==> config.mk <==
export PLATFORM = sky130hd
export DESIGN_NAME = video_timing
export DESIGN_NICKNAME = d
export VERILOG_FILES = /design/src/rtl/video_pkg.sv /design/src/rtl/video_timing_axis.sv /design/src/rtl/video_timing.sv
export SDC_FILE = /design/constraint.sdc
export NUM_CORES = 1
export LEC_CHECK = 0
export CAP_MARGIN = 20
export CORE_UTILIZATION = 45
export CTS_CLUSTER_DIAMETER = 200
export DETAILED_ROUTE_END_ITERATION = 6
export PLACE_DENSITY = 0.61
export SETUP_SLACK_MARGIN = 0.2
export SYNTH_ARGS = -nofsm -noshare
export SYNTH_HDL_FRONTEND = slang
export SYNTH_SLANG_ARGS = --single-unit
==> constraint.sdc <==
create_clock -name i_clock -period 14.25 [get_ports i_clock]
set_clock_uncertainty 0.05 [all_clocks]
set_input_delay 4.275 -clock i_clock [delete_from_list [all_inputs] [get_ports i_clock]]
set_output_delay 4.275 -clock i_clock [all_outputs]
set_load 0.1 [all_outputs]
==> src/rtl/video_pkg.sv <==
// video_pkg: config field addresses, timing record, 640x480 defaults and config helpers
package video_pkg;
  localparam logic [2:0] CFG_H_ACTIVE = 3'd0, CFG_H_FRONT = 3'd1, CFG_H_SYNC = 3'd2, CFG_H_BACK = 3'd3;
  localparam logic [2:0] CFG_V_ACTIVE = 3'd4, CFG_V_FRONT = 3'd5, CFG_V_SYNC = 3'd6, CFG_V_BACK = 3'd7;
  typedef struct packed {
    logic [10:0] h_active;
    logic [10:0] h_front;
    logic [10:0] h_sync;
    logic [10:0] h_back;
    logic [10:0] v_active;
    logic [10:0] v_front;
    logic [10:0] v_sync;
    logic [10:0] v_back;
  } timing_t;
  localparam timing_t TIMING_640X480 = '{
    h_active: 11'd640, h_front: 11'd16, h_sync: 11'd96, h_back: 11'd48,
    v_active: 11'd480, v_front: 11'd10, v_sync: 11'd2, v_back: 11'd33
  };
  function automatic logic [11:0] sum4(input logic [10:0] a, input logic [10:0] b, input logic [10:0] c, input logic [10:0] d);
    return 12'(a) + 12'(b) + 12'(c) + 12'(d);
  endfunction
  function automatic logic cfg_fits(input timing_t t);
    return sum4(t.h_active, t.h_front, t.h_sync, t.h_back) <= 12'd2047 &&
           sum4(t.v_active, t.v_front, t.v_sync, t.v_back) <= 12'd2047;
  endfunction
  function automatic timing_t set_field(input timing_t t, input logic [2:0] addr, input logic [10:0] data);
    timing_t r;
    logic [10:0] v;
    v = data == '0 ? 11'd1 : data;
    r = t;
    r.h_active = addr == CFG_H_ACTIVE ? v : t.h_active;
    r.h_front  = addr == CFG_H_FRONT  ? v : t.h_front;
    r.h_sync   = addr == CFG_H_SYNC   ? v : t.h_sync;
    r.h_back   = addr == CFG_H_BACK   ? v : t.h_back;
    r.v_active = addr == CFG_V_ACTIVE ? v : t.v_active;
    r.v_front  = addr == CFG_V_FRONT  ? v : t.v_front;
    r.v_sync   = addr == CFG_V_SYNC   ? v : t.v_sync;
    r.v_back   = addr == CFG_V_BACK   ? v : t.v_back;
    return r;
  endfunction
endpackage

==> src/rtl/video_timing_axis.sv <==
// video_timing_axis: one timing axis counter with blank/sync decode and wrap/advance handshake
module video_timing_axis (
  input  logic        i_clock,
  input  logic        i_reset_n,
  input  logic        i_run,
  input  logic        i_advance,
  input  logic [10:0] i_active,
  input  logic [10:0] i_front,
  input  logic [10:0] i_sync,
  input  logic [10:0] i_back,
  output logic [10:0] o_count,
  output logic        o_wrap,
  output logic        o_blank,
  output logic        o_sync
);
  logic [11:0] cnt, sync_start, sync_end, total;
  assign cnt        = {1'b0, o_count};
  assign sync_start = 12'(i_active) + 12'(i_front);
  assign sync_end   = sync_start + 12'(i_sync);
  assign total      = sync_end + 12'(i_back);
  assign o_wrap     = i_run && i_advance && cnt == total - 12'd1;
  assign o_blank    = cnt >= 12'(i_active);
  assign o_sync     = cnt >= sync_start && cnt < sync_end;
  // count on each advance, fold to 0 at the end of the period, hold at 0 while stopped
  always_ff @(posedge i_clock or negedge i_reset_n)
    if (!i_reset_n) o_count <= '0;
    else o_count <= !i_run || o_wrap ? '0 : i_advance ? o_count + 11'd1 : o_count;
endmodule

==> src/rtl/video_timing.sv <==
// video_timing: programmable raster timing generator with frame-synchronous config commit
module video_timing
  import video_pkg::*;
#(
  parameter int H_ACTIVE = int'(TIMING_640X480.h_active),
  parameter int H_FRONT  = int'(TIMING_640X480.h_front),
  parameter int H_SYNC   = int'(TIMING_640X480.h_sync),
  parameter int H_BACK   = int'(TIMING_640X480.h_back),
  parameter int V_ACTIVE = int'(TIMING_640X480.v_active),
  parameter int V_FRONT  = int'(TIMING_640X480.v_front),
  parameter int V_SYNC   = int'(TIMING_640X480.v_sync),
  parameter int V_BACK   = int'(TIMING_640X480.v_back)
) (
  input  logic        i_clock,
  input  logic        i_reset_n,
  input  logic        i_enable,
  input  logic        i_cfg_wr,
  input  logic [2:0]  i_cfg_addr,
  input  logic [10:0] i_cfg_wdata,
  output logic        o_hblank,
  output logic        o_vblank,
  output logic        o_hsync,
  output logic        o_vsync,
  output logic        o_data_enable,
  output logic [10:0] o_x,
  output logic [10:0] o_y,
  output logic        o_frame_start,
  output logic        o_cfg_error
);
  localparam timing_t DEFAULTS = '{
    h_active: 11'(H_ACTIVE), h_front: 11'(H_FRONT), h_sync: 11'(H_SYNC), h_back: 11'(H_BACK),
    v_active: 11'(V_ACTIVE), v_front: 11'(V_FRONT), v_sync: 11'(V_SYNC), v_back: 11'(V_BACK)
  };
  timing_t shadow, shadow_next, live;
  logic pending, commit, accept;
  logic h_wrap, v_wrap, h_blank, v_blank, h_sync, v_sync;
  logic [10:0] h_count, v_count;
  assign shadow_next = i_cfg_wr ? set_field(shadow, i_cfg_addr, i_cfg_wdata) : shadow;
  assign commit      = (pending || i_cfg_wr) && (v_wrap || !i_enable);
  assign accept      = cfg_fits(shadow_next);
  video_timing_axis u_h (
    .i_clock(i_clock), .i_reset_n(i_reset_n), .i_run(i_enable), .i_advance(1'b1),
    .i_active(live.h_active), .i_front(live.h_front), .i_sync(live.h_sync), .i_back(live.h_back),
    .o_count(h_count), .o_wrap(h_wrap), .o_blank(h_blank), .o_sync(h_sync)
  );
  video_timing_axis u_v (
    .i_clock(i_clock), .i_reset_n(i_reset_n), .i_run(i_enable), .i_advance(h_wrap),
    .i_active(live.v_active), .i_front(live.v_front), .i_sync(live.v_sync), .i_back(live.v_back),
    .o_count(v_count), .o_wrap(v_wrap), .o_blank(v_blank), .o_sync(v_sync)
  );
  // shadow takes writes; live takes the shadow at frame end or while stopped, unless totals overflow
  always_ff @(posedge i_clock or negedge i_reset_n)
    if (!i_reset_n) begin
      shadow      <= DEFAULTS;
      live        <= DEFAULTS;
      pending     <= 1'b0;
      o_cfg_error <= 1'b0;
    end else begin
      shadow      <= shadow_next;
      live        <= commit && accept ? shadow_next : live;
      pending     <= (pending || i_cfg_wr) && !commit;
      o_cfg_error <= commit && !accept ? 1'b1 : i_cfg_wr ? 1'b0 : o_cfg_error;
    end
  // register the decode of the current counter state; stopped timing reads as blank at (0,0)
  always_ff @(posedge i_clock or negedge i_reset_n)
    if (!i_reset_n) begin
      o_hblank      <= 1'b1;
      o_vblank      <= 1'b1;
      o_hsync       <= 1'b0;
      o_vsync       <= 1'b0;
      o_data_enable <= 1'b0;
      o_frame_start <= 1'b0;
      o_x           <= '0;
      o_y           <= '0;
    end else begin
      o_hblank      <= !i_enable || h_blank;
      o_vblank      <= !i_enable || v_blank;
      o_hsync       <= i_enable && h_sync;
      o_vsync       <= i_enable && v_sync;
      o_data_enable <= i_enable && !h_blank && !v_blank;
      o_frame_start <= i_enable && h_count == '0 && v_count == '0;
      o_x           <= i_enable ? h_count : '0;
      o_y           <= i_enable ? v_count : '0;
    end
endmodule

==> reports/metrics.csv <==
stage;metric;value;unit
flow_run;drv_cap;0;
setup_path;critPathKind;in2reg;
floorplan;dieArea;34900;µm²
sta;worst_slew_pin_slew;0.988;ns
logic_synthesis;synth_cells;1434;
cts;root_buffer;clkbuf_16;
setup_path;cp_data_required_time;14.60;ns
setup_path;arrival;10.90;ns
sta;min_period_over_period;74.1;%
setup_path;start_kind;input pin;
grt;grt_start_max_net_pins;81;
sta;drv_slew;0;
logic_synthesis;syn_nets;1670;
drt;dr.pass1.iters;5;
logic_synthesis;ys_seq_area_share;37.4;%
floorplan;die_x;187;µm
drt;vias_per_cell;5.25;
hold_path;worstHoldPathCells;1;
cts;cts_tree;done;
drt;drt_drc_violations_left;0;
cts;cts_buffers;25;
grt;grt_overflow;0;
logic_synthesis;ys_warn_count;0;
cts;clk_pin_slew;0.06;ns
placement;hpwl;26.5;mm
logic_synthesis;ys_ff_latch;228;
floorplan;core;33500;µm²
grt;grtUsageTotal;20.9;%
cts;clock_sinks;228;
finish;area_delta_synth_final;11.9;%
sta;slew_headroom;33.9;%
finish;fillCellCount;3014;
placement;gp_congestion;0.826;
logic_synthesis;synth_cell_types;68;
status;status;finished, final reports clean;
sta;setup-tns-final;0;ns
finish;antennaDiodeCount;0;
drt;finalWirelength;34.8;mm
grt;grt_pass1_wl;58.0;mm
cts;cts_resized;0;
drt;postRouteAntennaNets;0;
cts;cts_setup_buffers;0;
drt;drt-wirelength-per-cell;17.8;µm
logic_synthesis;synthArstFlopShare;100;%
placement;numPortBuffers;46;
drt;num_vias;10251;
sta;rsz0062_at_grt;no;
finish;fin_nets;1724;
cts;htree_num_levels;1;
setup_path;worst_setup_path_end_kind;flop;
floorplan;fp.dieH;187;µm
logic_synthesis;synth_edf_count;0;
cts;clock_latency;0.52;ns
sta;fmax;0.0947;GHz
logic_synthesis;synth_top_area_cell;dfrtp_1;
floorplan;rows;67;
logic_synthesis;yosys-top-cells-area;dfrtp_1 32%, ha_1 14%, mux2_2 11%;
logic_synthesis;syn_area;15400;µm²
setup_path;cp_max_fo;46;
logic_synthesis;synthDominantCellAreaShare;31.6;%
logic_synthesis;synth.most_common_cell;inv_1;
drt;drt_iter0_drc;568;
sta;period_needed;10.55;ns
grt;grt_antenna_before_repair;0;
sta;hold_violations;0;
cts;cts-hold-fix-buffers;0;
hold_path;hold_class;reg2reg;
floorplan;num_io_pins;47;
grt;grt_pass1_vias;10729;
logic_synthesis;synth_common_cells;224 x inv_1, 194 x dfrtp_1, 168 x ha_1;
logic_synthesis;syn_area_per_cell;10.7;µm²
finish;drive_gt1_share;16.9;%
floorplan;initial_core_util;45.8;%
logic_synthesis;synthFlopType;dfrtp_1;
sta;setup_viol;0;
setup_path;rr_worst_depth;27;
cts;clock_path_buffers;3;
-- layout make-up --
class / instances / area, µm² / area share, %
multi-input cells: 950 / 8640 / 50.2
inverters: 224 / 841 / 4.89
clock inverters: 8 / 98.8 / 0.575
well taps: 448 / 561 / 3.26
flip-flops and latches: 228 / 5750 / 33.4
repair buffers: 59 / 583 / 3.39
clock buffers: 37 / 721 / 4.19
-- state kept, by name, summed over array words and instances, names as in the netlist --
| register | flops |
|---|---|
| o_frame_start | 1 |
| o_x | 11 |
| pending | 1 |
| live | 88 |
| o_data_enable | 1 |
| u_v.o_count | 11 |
| o_vsync | 1 |
| o_y | 11 |
| o_vblank | 1 |
| o_hblank | 1 |
| u_h.o_count | 11 |
| o_hsync | 1 |
| o_cfg_error | 1 |
| shadow | 88 |
-- critical path, stage by stage --
cell             delay [ns]
clkdlybuf4s50_1        0.72
nand4_1                0.72
mux2_2                 0.58
fa_1                   0.54
inv_1                  0.05
fa_1                   0.50
inv_1                  0.04
ha_1                   0.18
inv_1                  0.06
fa_1                   0.15
nor2b_1                0.04
o21a_1                 0.16
o21a_1                 0.16
o21ai_0                0.18
a21oi_1                0.13
or4_1                  0.42
and4_1                 0.27
o211ai_4               0.08
buf_4                  0.53
buf_4                  0.62
mux2_2                 0.41
-- through the flow --
step                cells  instance area (µm²)  utilization [%]  worst slack [ns]  hold slack, ns
floorplan            1434                15400                -              5.03           0.407
global placement     1908                16300             48.7              3.24           0.429
detailed placement   1908                16300             48.7              3.16           0.430
CTS                  1953                17200             51.2              3.68           0.446
global route         1954                17200             51.3              3.31           0.464
finish               1954                17200             51.3              3.70           0.448
-- worst paths after layout --
path	to	slack, ns	start
max in group asynchronous	o_vsync$_DFF_PN0_	9.06	i_reset_n
min	shadow[81]$_DFF_PN0_	0.45	shadow[81]$_DFF_PN0_
min reg2reg	shadow[81]$_DFF_PN0_	0.45	shadow[81]$_DFF_PN0_
max reg2reg	live[67]$_DFFE_PN0P_	6.72	live[23]$_DFFE_PN1P_
min in group asynchronous	shadow[13]$_DFF_PN0_	3.69	i_reset_n
max	live[67]$_DFFE_PN0P_	3.70	i_cfg_wr
-- routing by layer --
metal | vias up | track usage [%] | wire length, µm
met5 | - | 0 | 0
met3 | 42 | 2.43 | 1070
li1 | 5013 | - | -
met1 | 5064 | 30.3 | 17500
met2 | 132 | 33.1 | 15300
met4 | 0 | 5.90 | 847
-- cell families after synthesis --
logic type / share of synthesized area [%]
AND/OR/NAND/NOR: 8.71
XOR/XNOR: 4.53
buffers and inverters: 6.43
adder cells (fa/ha/maj): 20.3
flip-flops: 37.4
AO/OA/AOI/OAI: 10.1
multiplexers: 12.5
-- placed cells by master, fill, tap and decap left out, types with 19 or more instances in the layout --
cell type,instances
a21oi_1,54
a21o_1,30
xnor2_1,42
dfstp_2,34
mux2i_1,21
fa_1,50
ha_1,168
o21ai_0,62
nor2_1,58
nand2_1,31
o21a_1,19
clkdlybuf4s50_1,45
inv_1,224
and2_1,26
dfrtp_1,194
clkbuf_16,25
xor2_1,32
mux2_2,151
Power is left out: the tool's default activity adds up to more than one toggle a clock period on the data nets, which glitch-free logic cannot reach.
